## src/rtl/cache_base_ctrl_if.sv

```systemverilog
// cache_base_ctrl_if: processor, flush, memory and datapath control signals of the cache controller
interface cache_base_ctrl_if #(parameter int p_num_lines = 32);
    logic memreq_val, memreq_rdy, memreq_type, memresp_val, memresp_rdy;
    logic flush_val, flush_rdy, flush_done, flush_done_rdy;
    logic mem_req_val, mem_req_rdy, mem_resp_val, mem_resp_rdy;
    logic [$clog2(p_num_lines)-1:0] req_idx;
    logic req_reg_en, index_mux_sel, index_incr_reg_en, idx_incr_mux_sel;
    logic darray_wen_0, tarray_wen_0, dirty_wen_0, dirty_wdata_0;
    logic darray_wen_1, dirty_wen_1, dirty_wdata_1;
    logic tarray_match, is_dirty_0;
    logic batch_send_istream_val, batch_send_rw, batch_send_addr_sel, batch_send_ostream_rdy;
    logic batch_send_istream_rdy, batch_send_ostream_val;
    logic batch_receive_istream_val, batch_receive_ostream_rdy;
    logic batch_receive_istream_rdy, batch_receive_ostream_val;

    modport slave (
        input  memreq_val, memreq_type, memresp_rdy, flush_val, flush_done_rdy,
               mem_req_rdy, mem_resp_val, req_idx, tarray_match, is_dirty_0,
               batch_send_istream_rdy, batch_send_ostream_val,
               batch_receive_istream_rdy, batch_receive_ostream_val,
        output memreq_rdy, memresp_val, flush_rdy, flush_done, mem_req_val, mem_resp_rdy,
               req_reg_en, index_mux_sel, index_incr_reg_en, idx_incr_mux_sel,
               darray_wen_0, tarray_wen_0, dirty_wen_0, dirty_wdata_0,
               darray_wen_1, dirty_wen_1, dirty_wdata_1,
               batch_send_istream_val, batch_send_rw, batch_send_addr_sel, batch_send_ostream_rdy,
               batch_receive_istream_val, batch_receive_ostream_rdy
    );

    modport master (
        output memreq_val, memreq_type, memresp_rdy, flush_val, flush_done_rdy,
               mem_req_rdy, mem_resp_val, req_idx, tarray_match, is_dirty_0,
               batch_send_istream_rdy, batch_send_ostream_val,
               batch_receive_istream_rdy, batch_receive_ostream_val,
        input  memreq_rdy, memresp_val, flush_rdy, flush_done, mem_req_val, mem_resp_rdy,
               req_reg_en, index_mux_sel, index_incr_reg_en, idx_incr_mux_sel,
               darray_wen_0, tarray_wen_0, dirty_wen_0, dirty_wdata_0,
               darray_wen_1, dirty_wen_1, dirty_wdata_1,
               batch_send_istream_val, batch_send_rw, batch_send_addr_sel, batch_send_ostream_rdy,
               batch_receive_istream_val, batch_receive_ostream_rdy
    );
endinterface

```

## src/rtl/cache_base_ctrl.sv

```systemverilog
// cache_base_ctrl: FSM for a direct-mapped write-back cache: tag check, hit access, eviction, refill and flush
module cache_base_ctrl #(
    parameter int p_num_lines = 32
) (
    input logic clk,
    input logic reset,
    cache_base_ctrl_if.slave bus
);
    localparam int c_idx_w = $clog2(p_num_lines);

    typedef enum logic [3:0] {
        S_IDLE, S_TAG_CHECK, S_EVICT_REQ, S_EVICT_WAIT, S_REFILL_REQ, S_REFILL_WAIT,
        S_RESP, S_FLUSH_CHECK, S_FLUSH_CLEAN, S_FLUSH_NEXT, S_FLUSH_DONE
    } state_e;

    state_e state_q, state_d;
    logic [p_num_lines-1:0] valid_q, valid_d;
    logic [c_idx_w-1:0] flush_cnt_q, flush_cnt_d;
    logic flushing_q, flushing_d;
    logic cur_valid, hit, last_line;

    // while flushing, the line under test is the flush counter rather than the request index
    assign cur_valid = valid_q[flushing_q ? flush_cnt_q : bus.req_idx];
    assign hit = cur_valid & bus.tarray_match;
    assign last_line = flush_cnt_q == c_idx_w'(p_num_lines - 1);

    always_ff @(posedge clk) begin
        if (reset) begin
            state_q <= S_IDLE;
            valid_q <= '0;
            flush_cnt_q <= '0;
            flushing_q <= 1'b0;
        end else begin
            state_q <= state_d;
            valid_q <= valid_d;
            flush_cnt_q <= flush_cnt_d;
            flushing_q <= flushing_d;
        end
    end

    always_comb begin
        state_d = state_q;
        valid_d = valid_q;
        flush_cnt_d = flush_cnt_q;
        flushing_d = flushing_q;
        case (state_q)
            S_IDLE: begin
                if (bus.memreq_val) state_d = S_TAG_CHECK;
                else if (bus.flush_val) begin
                    state_d = S_FLUSH_CHECK;
                    flush_cnt_d = '0;
                    flushing_d = 1'b1;
                end
            end
            S_TAG_CHECK: state_d = hit ? S_RESP : (cur_valid & bus.is_dirty_0) ? S_EVICT_REQ : S_REFILL_REQ;
            S_EVICT_REQ: state_d = bus.batch_send_istream_rdy ? S_EVICT_WAIT : S_EVICT_REQ;
            S_EVICT_WAIT: if (bus.batch_receive_ostream_val) state_d = flushing_q ? S_FLUSH_CLEAN : S_REFILL_REQ;
            S_REFILL_REQ: state_d = bus.batch_send_istream_rdy ? S_REFILL_WAIT : S_REFILL_REQ;
            S_REFILL_WAIT: begin
                if (bus.batch_receive_ostream_val) begin
                    valid_d[bus.req_idx] = 1'b1;
                    state_d = S_TAG_CHECK;
                end
            end
            S_RESP: state_d = bus.memresp_rdy ? S_IDLE : S_RESP;
            S_FLUSH_CHECK: state_d = (cur_valid & bus.is_dirty_0) ? S_EVICT_REQ : S_FLUSH_NEXT;
            S_FLUSH_CLEAN: state_d = S_FLUSH_NEXT;
            S_FLUSH_NEXT: begin
                state_d = last_line ? S_FLUSH_DONE : S_FLUSH_CHECK;
                flush_cnt_d = last_line ? flush_cnt_q : flush_cnt_q + c_idx_w'(1);
            end
            S_FLUSH_DONE: begin
                if (bus.flush_done_rdy) begin
                    state_d = S_IDLE;
                    flushing_d = 1'b0;
                end
            end
            default: state_d = S_IDLE;
        endcase
    end

    always_comb begin
        bus.memreq_rdy = 1'b0;
        bus.memresp_val = 1'b0;
        bus.flush_rdy = 1'b0;
        bus.flush_done = 1'b0;
        bus.req_reg_en = 1'b0;
        bus.index_incr_reg_en = 1'b0;
        bus.darray_wen_0 = 1'b0;
        bus.tarray_wen_0 = 1'b0;
        bus.dirty_wen_0 = 1'b0;
        bus.dirty_wdata_0 = 1'b0;
        bus.darray_wen_1 = 1'b0;
        bus.dirty_wen_1 = 1'b0;
        bus.dirty_wdata_1 = 1'b0;
        bus.batch_send_istream_val = 1'b0;
        bus.batch_send_rw = 1'b0;
        bus.batch_send_addr_sel = 1'b0;
        bus.batch_receive_ostream_rdy = 1'b0;
        bus.batch_send_ostream_rdy = bus.mem_req_rdy & ~reset;
        bus.batch_receive_istream_val = bus.mem_resp_val & ~reset;
        bus.mem_req_val = bus.batch_send_ostream_val & ~reset;
        bus.mem_resp_rdy = bus.batch_receive_istream_rdy & ~reset;
        // flushing is only ever set in flush and shared eviction states
        bus.index_mux_sel = flushing_q & ~reset;
        bus.idx_incr_mux_sel = flushing_q & (flush_cnt_q != '0) & ~reset;
        if (!reset) begin
            case (state_q)
                S_IDLE: begin
                    bus.memreq_rdy = 1'b1;
                    bus.flush_rdy = ~bus.memreq_val;
                    bus.req_reg_en = bus.memreq_val;
                end
                S_TAG_CHECK: begin
                    bus.darray_wen_1 = hit & bus.memreq_type;
                    bus.dirty_wen_1 = hit & bus.memreq_type;
                    bus.dirty_wdata_1 = hit & bus.memreq_type;
                end
                S_EVICT_REQ: begin
                    bus.batch_send_istream_val = 1'b1;
                    bus.batch_send_rw = 1'b1;
                    bus.batch_send_addr_sel = 1'b1;
                end
                S_EVICT_WAIT: bus.batch_receive_ostream_rdy = 1'b1;
                S_REFILL_REQ: bus.batch_send_istream_val = 1'b1;
                S_REFILL_WAIT: begin
                    bus.batch_receive_ostream_rdy = 1'b1;
                    bus.darray_wen_0 = bus.batch_receive_ostream_val;
                    bus.tarray_wen_0 = bus.batch_receive_ostream_val;
                    bus.dirty_wen_0 = bus.batch_receive_ostream_val;
                end
                S_RESP: bus.memresp_val = 1'b1;
                S_FLUSH_CLEAN: bus.dirty_wen_0 = 1'b1;
                S_FLUSH_NEXT: bus.index_incr_reg_en = 1'b1;
                S_FLUSH_DONE: bus.flush_done = 1'b1;
                default: ;
            endcase
        end
    end
endmodule

```

## src/flat_wrapper.sv

```systemverilog
// flat-port wrapper written by rule: the top's interface ports become plain ports
module cache_base_ctrl_flat 
#(
    parameter int p_num_lines = 32
)
  (clk, reset, bus_memreq_val, bus_memreq_type, bus_memresp_rdy, bus_flush_val, bus_flush_done_rdy, bus_mem_req_rdy, bus_mem_resp_val, bus_req_idx, bus_tarray_match, bus_is_dirty_0, bus_batch_send_istream_rdy, bus_batch_send_ostream_val, bus_batch_receive_istream_rdy, bus_batch_receive_ostream_val, bus_memreq_rdy, bus_memresp_val, bus_flush_rdy, bus_flush_done, bus_mem_req_val, bus_mem_resp_rdy, bus_req_reg_en, bus_index_mux_sel, bus_index_incr_reg_en, bus_idx_incr_mux_sel, bus_darray_wen_0, bus_tarray_wen_0, bus_dirty_wen_0, bus_dirty_wdata_0, bus_darray_wen_1, bus_dirty_wen_1, bus_dirty_wdata_1, bus_batch_send_istream_val, bus_batch_send_rw, bus_batch_send_addr_sel, bus_batch_send_ostream_rdy, bus_batch_receive_istream_val, bus_batch_receive_ostream_rdy);
  cache_base_ctrl_if #(.p_num_lines(p_num_lines)) bus_i ();
  input logic clk;
  input logic reset;
  input wire logic [$bits(bus_i.memreq_val)-1:0] bus_memreq_val;
  input wire logic [$bits(bus_i.memreq_type)-1:0] bus_memreq_type;
  input wire logic [$bits(bus_i.memresp_rdy)-1:0] bus_memresp_rdy;
  input wire logic [$bits(bus_i.flush_val)-1:0] bus_flush_val;
  input wire logic [$bits(bus_i.flush_done_rdy)-1:0] bus_flush_done_rdy;
  input wire logic [$bits(bus_i.mem_req_rdy)-1:0] bus_mem_req_rdy;
  input wire logic [$bits(bus_i.mem_resp_val)-1:0] bus_mem_resp_val;
  input wire logic [$bits(bus_i.req_idx)-1:0] bus_req_idx;
  input wire logic [$bits(bus_i.tarray_match)-1:0] bus_tarray_match;
  input wire logic [$bits(bus_i.is_dirty_0)-1:0] bus_is_dirty_0;
  input wire logic [$bits(bus_i.batch_send_istream_rdy)-1:0] bus_batch_send_istream_rdy;
  input wire logic [$bits(bus_i.batch_send_ostream_val)-1:0] bus_batch_send_ostream_val;
  input wire logic [$bits(bus_i.batch_receive_istream_rdy)-1:0] bus_batch_receive_istream_rdy;
  input wire logic [$bits(bus_i.batch_receive_ostream_val)-1:0] bus_batch_receive_ostream_val;
  output wire logic [$bits(bus_i.memreq_rdy)-1:0] bus_memreq_rdy;
  output wire logic [$bits(bus_i.memresp_val)-1:0] bus_memresp_val;
  output wire logic [$bits(bus_i.flush_rdy)-1:0] bus_flush_rdy;
  output wire logic [$bits(bus_i.flush_done)-1:0] bus_flush_done;
  output wire logic [$bits(bus_i.mem_req_val)-1:0] bus_mem_req_val;
  output wire logic [$bits(bus_i.mem_resp_rdy)-1:0] bus_mem_resp_rdy;
  output wire logic [$bits(bus_i.req_reg_en)-1:0] bus_req_reg_en;
  output wire logic [$bits(bus_i.index_mux_sel)-1:0] bus_index_mux_sel;
  output wire logic [$bits(bus_i.index_incr_reg_en)-1:0] bus_index_incr_reg_en;
  output wire logic [$bits(bus_i.idx_incr_mux_sel)-1:0] bus_idx_incr_mux_sel;
  output wire logic [$bits(bus_i.darray_wen_0)-1:0] bus_darray_wen_0;
  output wire logic [$bits(bus_i.tarray_wen_0)-1:0] bus_tarray_wen_0;
  output wire logic [$bits(bus_i.dirty_wen_0)-1:0] bus_dirty_wen_0;
  output wire logic [$bits(bus_i.dirty_wdata_0)-1:0] bus_dirty_wdata_0;
  output wire logic [$bits(bus_i.darray_wen_1)-1:0] bus_darray_wen_1;
  output wire logic [$bits(bus_i.dirty_wen_1)-1:0] bus_dirty_wen_1;
  output wire logic [$bits(bus_i.dirty_wdata_1)-1:0] bus_dirty_wdata_1;
  output wire logic [$bits(bus_i.batch_send_istream_val)-1:0] bus_batch_send_istream_val;
  output wire logic [$bits(bus_i.batch_send_rw)-1:0] bus_batch_send_rw;
  output wire logic [$bits(bus_i.batch_send_addr_sel)-1:0] bus_batch_send_addr_sel;
  output wire logic [$bits(bus_i.batch_send_ostream_rdy)-1:0] bus_batch_send_ostream_rdy;
  output wire logic [$bits(bus_i.batch_receive_istream_val)-1:0] bus_batch_receive_istream_val;
  output wire logic [$bits(bus_i.batch_receive_ostream_rdy)-1:0] bus_batch_receive_ostream_rdy;
  assign bus_i.memreq_val = bus_memreq_val;
  assign bus_i.memreq_type = bus_memreq_type;
  assign bus_i.memresp_rdy = bus_memresp_rdy;
  assign bus_i.flush_val = bus_flush_val;
  assign bus_i.flush_done_rdy = bus_flush_done_rdy;
  assign bus_i.mem_req_rdy = bus_mem_req_rdy;
  assign bus_i.mem_resp_val = bus_mem_resp_val;
  assign bus_i.req_idx = bus_req_idx;
  assign bus_i.tarray_match = bus_tarray_match;
  assign bus_i.is_dirty_0 = bus_is_dirty_0;
  assign bus_i.batch_send_istream_rdy = bus_batch_send_istream_rdy;
  assign bus_i.batch_send_ostream_val = bus_batch_send_ostream_val;
  assign bus_i.batch_receive_istream_rdy = bus_batch_receive_istream_rdy;
  assign bus_i.batch_receive_ostream_val = bus_batch_receive_ostream_val;
  assign bus_memreq_rdy = bus_i.memreq_rdy;
  assign bus_memresp_val = bus_i.memresp_val;
  assign bus_flush_rdy = bus_i.flush_rdy;
  assign bus_flush_done = bus_i.flush_done;
  assign bus_mem_req_val = bus_i.mem_req_val;
  assign bus_mem_resp_rdy = bus_i.mem_resp_rdy;
  assign bus_req_reg_en = bus_i.req_reg_en;
  assign bus_index_mux_sel = bus_i.index_mux_sel;
  assign bus_index_incr_reg_en = bus_i.index_incr_reg_en;
  assign bus_idx_incr_mux_sel = bus_i.idx_incr_mux_sel;
  assign bus_darray_wen_0 = bus_i.darray_wen_0;
  assign bus_tarray_wen_0 = bus_i.tarray_wen_0;
  assign bus_dirty_wen_0 = bus_i.dirty_wen_0;
  assign bus_dirty_wdata_0 = bus_i.dirty_wdata_0;
  assign bus_darray_wen_1 = bus_i.darray_wen_1;
  assign bus_dirty_wen_1 = bus_i.dirty_wen_1;
  assign bus_dirty_wdata_1 = bus_i.dirty_wdata_1;
  assign bus_batch_send_istream_val = bus_i.batch_send_istream_val;
  assign bus_batch_send_rw = bus_i.batch_send_rw;
  assign bus_batch_send_addr_sel = bus_i.batch_send_addr_sel;
  assign bus_batch_send_ostream_rdy = bus_i.batch_send_ostream_rdy;
  assign bus_batch_receive_istream_val = bus_i.batch_receive_istream_val;
  assign bus_batch_receive_ostream_rdy = bus_i.batch_receive_ostream_rdy;
  cache_base_ctrl #(.p_num_lines(p_num_lines)) u_core (.clk(clk), .reset(reset), .bus(bus_i));
endmodule
```

## config.mk

```make
export PLATFORM = sky130hd
export DESIGN_NAME = cache_base_ctrl_flat
export DESIGN_NICKNAME = d
export VERILOG_FILES = /design/src/rtl/cache_base_ctrl_if.sv /design/src/rtl/cache_base_ctrl.sv /design/src/flat_wrapper.sv
export SDC_FILE = /design/constraint.sdc
export NUM_CORES = 1
export LEC_CHECK = 0
export ABC_AREA = 1
export CAP_MARGIN = 10
export CORE_MARGIN = 5
export CORE_UTILIZATION = 45
export DETAILED_ROUTE_END_ITERATION = 8
export GPL_ROUTABILITY_DRIVEN = 1
export GPL_TIMING_DRIVEN = 1
export PLACE_DENSITY = 0.73
export SETUP_SLACK_MARGIN = 0.02
export SYNTH_ARGS = -nofsm -noshare
export SYNTH_HDL_FRONTEND = slang
export SYNTH_SLANG_ARGS = --single-unit
```

## constraint.sdc

```tcl
create_clock -name clk -period 1.85 [get_ports clk]
set_input_delay 0.37 -clock clk [delete_from_list [all_inputs] [get_ports clk]]
set_output_delay 0.37 -clock clk [all_outputs]
set_load 0.05 [all_outputs]
```

After elaboration in Yosys (flattened, before gate mapping). Index checks and enable logic that the tools add are counted.

$add $sub $neg: 1. Magnitude comparators: 3. Equality and inequality tests: 18. Mux-type cells: 51. Bitwise operators: 13. Reduce and logical (&&, ||, !) cells: 11.

Operators by type and width (number): $pmux 4 s11 (1); $mux 4 (9); $or 32x32->32 (1); $mux 1 (30); $mux 5 (4); $eq 4x3->1 const B (4); $eq 4x4->1 const B (3); $lt 5x6->1 const B (2); $ne 2x2->1 const B (6); $reduce_and 4->1 (3); $and 1x1->1 (10); $pmux 5 s2 (1); $eq 4x2->1 const B (2); $mux 3 (2); $add 5x1->5 const B (1); $bmux 1 s5 (1); $demux 1 s5 (1); $eq 5x5->1 const B (1); $ge 5x1->1 const B (1); $reduce_bool 5->1 (1); $eq 4x1->1 const B (1); $logic_not 4->1 (1); $pmux 1 s2 (2); $reduce_bool 2->1 (2); other kinds (5) (7).

Register bits: 42. Output and inout bits: 23.

Longest topological paths before layout. Gate-level depths: netlist of the first run.

Depth after elaboration: 7. Depth in mapped cells: 16. Mapped depth without buffers: 14.

Worst setup path after synthesis of the first run. Ideal clock, no wire load.

Kind: reg2out. Start: register u_core.flushing_q. End: output bus_dirty_wdata_1. Arrival: 2.295 ns. Data required time: 1.480 ns. Path slack: -0.815 ns. Cell stages (with the launch flop): 14. Buffers on the path: 3. Path through: dfxtp_1 > buf_6 > nand2_2 > nand2_4 > buf_8 > nand2_1 > nand3_1 > nand3_1 > nand3_1 > nand3_2 > nand2_2 > nand2_1 > nor2_1 > buf_4.

Cells in the longest elaborated chain, start to end: 7.

RTL lines: from (decl) (line cache_base_ctrl.sv:19) `logic flushing_q, flushing_d;`; from (signal assigned) (line cache_base_ctrl.sv:37) `flushing_q <= flushing_d;`; $mux 5 (line cache_base_ctrl.sv:23) `assign cur_valid = valid_q[flushing_q ? flush_cnt_q : bus.req_idx];`; $bmux 1 s5 (line cache_base_ctrl.sv:23); $mux 1 (line cache_base_ctrl.sv:23); $and 1x1->1 (line cache_base_ctrl.sv:24) `assign hit = cur_valid & bus.tarray_match;`; $and 1x1->1; $mux 1 (2 in series); to (decl) (line flat_wrapper.sv:40) `output wire logic [$bits(bus_i.dirty_wdata_1)-1:0] bus_dirty_wdata_1;`.

No other way between the ends. The select of a mux whose other input is x is not followed.

Worst setup path after layout of the first run.
Start: register u_core.flushing_q. End: output bus_darray_wen_1.

Cells in the longest elaborated chain, start to end: 7.

RTL lines: $mux 5 (line cache_base_ctrl.sv:23); $bmux 1 s5 (line cache_base_ctrl.sv:23); $mux 1 (line cache_base_ctrl.sv:23); $and 1x1->1 (line cache_base_ctrl.sv:24); $and 1x1->1 (line cache_base_ctrl.sv:115) `bus.darray_wen_1 = hit & bus.memreq_type;`; $mux 1 (line cache_base_ctrl.sv:108) `case (state_q)`; $mux 1 (line cache_base_ctrl.sv:107) `if (!reset) begin`; to (decl) (line flat_wrapper.sv:38) `output wire logic [$bits(bus_i.darray_wen_1)-1:0] bus_darray_wen_1;`.

No other way between the ends. The select of a mux whose other input is x is not followed.

==> out/qor.csv, run 1 <==
stage,metric,value,unit
cells_and_area,most_common_library_cell_in_the_layout_ignoring_fill_and_taps,nand2_1,
timing,setup_ws,-0.745,ns
routing,detail_route.vias_per_cell,6.27,
cells_and_area,fillerInstances,199,
yosys,synth.mux.area_fraction,0,
yosys,synth_top_flop_cell,dfxtp_1,
grt,gr-usage-all-layers,0.265,
cells_and_area,final_cell_mix,"nand2_1 (62), buf_4 (56), nand3_2 (35), dfxtp_1 (35), inv_1 (27)",
yosys,postSynthAreaPerCell,6.68,µm²
timing,setup_viol,41,
yosys,synth.net_count,384,
cts,clk_root_buffer_cell,clkbuf_8,
worst_setup_path,critical_path.reg2reg.endpoint,u_core.state_q[2]$_SDFFE_PP0P_,
die,placement_rows,26,
grt,grt_pass1_vias,3087,
cts,tritoncts,yes,
yosys,synth.cell_area,2410,µm²
timing,timing_hold_violations_final,0,
worst_hold_path,hp-class,reg2reg,
power_and_ir_drop,power.density_cell_area,921,nW/µm²
worst_setup_path,critical_path.max_fanout,8,
place,numPortBuffers,41,
yosys,synth-async-reset-ratio,0,
die,die_height,83.2,µm
yosys,postSynthRegisterBits,42,
yosys,synth_top_family_by_area,simple AND/OR/NAND/NOR gates,
routing,drc,0,
routing,postRouteAntennaNets,0,
timing,setup_repair_after_global_routing_missed_its_margin,yes,
cts,tritoncts.num_buffers,5,
grt,grt_remaining_overflow,0,
grt,grt_antenna_before_repair,0,
worst_setup_path,slowest_stage,o21ai_4,
cells_and_area,fin_nets,502,
routing,first_iter_violations,389,
worst_setup_path,timing_worst_setup_path_type,reg2out,
yosys,syn_inst,361,
routing,drt_pass1_iterations,6,
worst_setup_path,cell_by_cell_trace_of_the_critical_path,buf_12 > buf_6 > o21ai_4 > nand3_2 > nand3_1 > nand3_2 > nand3_2 > nand2_2 > nand2_2 > nor2_4 > buf_8,
die,initial_utilization,0.469,
power_and_ir_drop,static-leakage-power,1.91,nW
yosys,synthXorXnorAreaFrac,0,
worst_hold_path,worst_hold_startpoint,u_core.valid_q[1]$_SDFFE_PP0P_,
worst_setup_path,max_stage_delay,0.39,ns
routing,vias,3451,
yosys,synth.yosys.warnings,0,
cells_and_area,finish.utilization,0.896,
cells_and_area,diodes_inserted,0,
cts,maximum_count_of_clock_buffers_along_a_single_path,2,
worst_hold_path,min_to,u_core.valid_q[1]$_SDFFE_PP0P_,
yosys,share_of_synthesized_area_occupied_by_flip_flops_and_latches,0.349,
worst_setup_path,cpLargestDelayFamily,simple AND/OR/NAND/NOR gates,
cells_and_area,area.growth.synth_to_final,91.0,%
worst_setup_path,critical_path_buf_inv_count,3,
cts,cts.sink_count,42,
timing,min_period,2.60,ns
grt,first_pass_grt_wire_length,14.9,mm
yosys,synth_fa_ha_area_frac,0.0156,
timing,fmax,0.385,GHz
cts,postCtsHoldBufs,0,
die,floorplan.die_area,6920,µm²
routing,wire_per_inst,23.4,µm
worst_setup_path,worst_r2r_startpoint,u_core.flushing_q$_SDFFE_PP0P_,
timing,holdWs,0.482,ns
worst_setup_path,startpoint_class_of_the_critical_path,flop,
routing,detail_route.wirelength,12.9,mm
cells_and_area,layout-drive-gt1-share,0.548,
grt,pin_count_of_the_biggest_net_entering_global_routing,25,
cts,worst_setup_hold_path_clk_slew,0.09,ns
timing,skew,0.00777,ns
timing,finalSetupTns,-9.24,ns
outcome,result_of_the_run,"complete, but fails checks",
run,max-cap-violations,0,
die,ioPinCount,43,
die,coreArea,5140,µm²
worst_hold_path,worst_hold_path.num_cells,2,
worst_setup_path,arrival,2.23,ns
worst_setup_path,crit_path_frequent_cell,nand3_2,
place,global_placement_routability_congestion,0.965,
die,die_x,83.2,µm
yosys,synth_compound_gate_area_share,0.150,
yosys,synth_edf_count,0,
cts,worstSkewPairLatency,0.31,ns
timing,timing.final.crit_share,1.40,
yosys,ys_types,34,
timing,final_max_slew_viol_count,0,
outcome,violations_in_the_final_reports,setup timing,
place,dpl.hpwl,5.68,mm
power_and_ir_drop,vdd_drop_max,0.000740,V
power_and_ir_drop,power,4.24,mW
cts,cts_htree_levels,2,
worst_setup_path,timing.critical_path.to_type,primary output,
worst_setup_path,ff2ff_setup_slack,-0.53,ns
yosys,synth-simple-area-share,0.366,
worst_setup_path,logic_depth_of_the_worst_register_to_register_path,15,
worst_setup_path,data_required_critical_path,1.48,ns
## cells by family (layout without fill, tap and decap cells)
group	Yosys count	after routing
other cells	1	1
compound gates	62	62
buf+inv	62	180
fa+ha+maj	3	3
flops	42	42
simple gates	191	192
## flip-flops by register name, indices dropped and copies added, names as in the netlist
signal and flops:
u_core.flushing_q 1, u_core.valid_q 32, u_core.state_q 4, u_core.flush_cnt_q 5
## worst max path at each step
stage / startpoint / to / slack, ns / depth (start not counted)
2_1_floorplan: u_core.flushing_q$_SDFFE_PP0P_ / bus_dirty_wdata_1 / -0.32 / 14
3_3_place_gp: bus_req_idx[0] / bus_darray_wen_1 / -0.63 / 13
3_5_place_dp: bus_req_idx[0] / bus_darray_wen_1 / -0.67 / 13
4_1_cts: u_core.flushing_q$_SDFFE_PP0P_ / bus_dirty_wen_1 / -0.44 / 12
5_1_grt: u_core.flushing_q$_SDFFE_PP0P_ / bus_darray_wen_1 / -0.76 / 11
6_report: u_core.flushing_q$_SDFFE_PP0P_ / bus_darray_wen_1 / -0.75 / 11
## Yosys cell counts, types with 8 or more instances
| cell type | n | area [µm²] |
|---|---|---|
| o21ai_1 | 17 | 85.1 |
| nor2_1 | 39 | 146 |
| o21ai_0 | 13 | 65.1 |
| dfxtp_1 | 42 | 841 |
| nor3_1 | 9 | 45.0 |
| inv_1 | 39 | 146 |
| nand3_1 | 46 | 230 |
| a21oi_1 | 13 | 65.1 |
| a31oi_1 | 8 | 50.1 |
| nand2_1 | 80 | 300 |
| inv_2 | 9 | 33.8 |
## worst min-delay path, stage by stage, from the launching register on
cell     delay [ns]
dfxtp_1        0.34
nand2_1        0.07
o21ai_2        0.05
## through the flow
stage | area, µm² | std cells | worst slack [ns]
after floorplan | 2490 | 361 | -0.324
after global placement | 3430 | 506 | -0.634
after detailed placement | 3430 | 506 | -0.669
after CTS | 4050 | 532 | -0.438
after global routing | 4600 | 550 | -0.764
final | 4600 | 550 | -0.745
## layout make-up
class	instances	area (µm²)	area share
sequential	42	867	0.188
clock inverter	2	12.5	0.00272
inverter	49	216	0.0470
multi-input combinational	258	1960	0.426
clock buffer	6	82.6	0.0179
timing repair buffer	123	1380	0.299
tap	70	87.6	0.0190
## timing repair
item,in CTS,in global routing
endpoints found under the setup margin,41,46
pin swaps,42,30
cloned,2,0
buffers inserted,18,19
gates resized for setup,99,114
## power by group
part / internal (mW) / switching [mW] / total, mW
sequential: 0.964 / 0.0929 / 1.06
clock: 0.301 / 0.351 / 0.652
combinational: 1.10 / 1.43 / 2.53
## layer usage
metal,share of wire,track usage,up-vias
li1,-,-,1425
met1,0.33,0.297,1585
met2,0.49,0.474,318
met3,0.089,0.0624,123
met4,0.083,0.114,0
met5,0,0,-
No activity file was read; power rests on OpenSTA's default activity.
==> run 2, diff against run 1 <==
SLEW_MARGIN = 20   (was not set)
==> results of run 2 <==
The final DEF is identical to that of run 1; final timing and power are the same.
==> run 3, diff against run 2 <==
CAP_MARGIN = not set   (was 10)
==> results of run 3 <==
The final DEF is identical to that of run 1; final timing and power are the same.
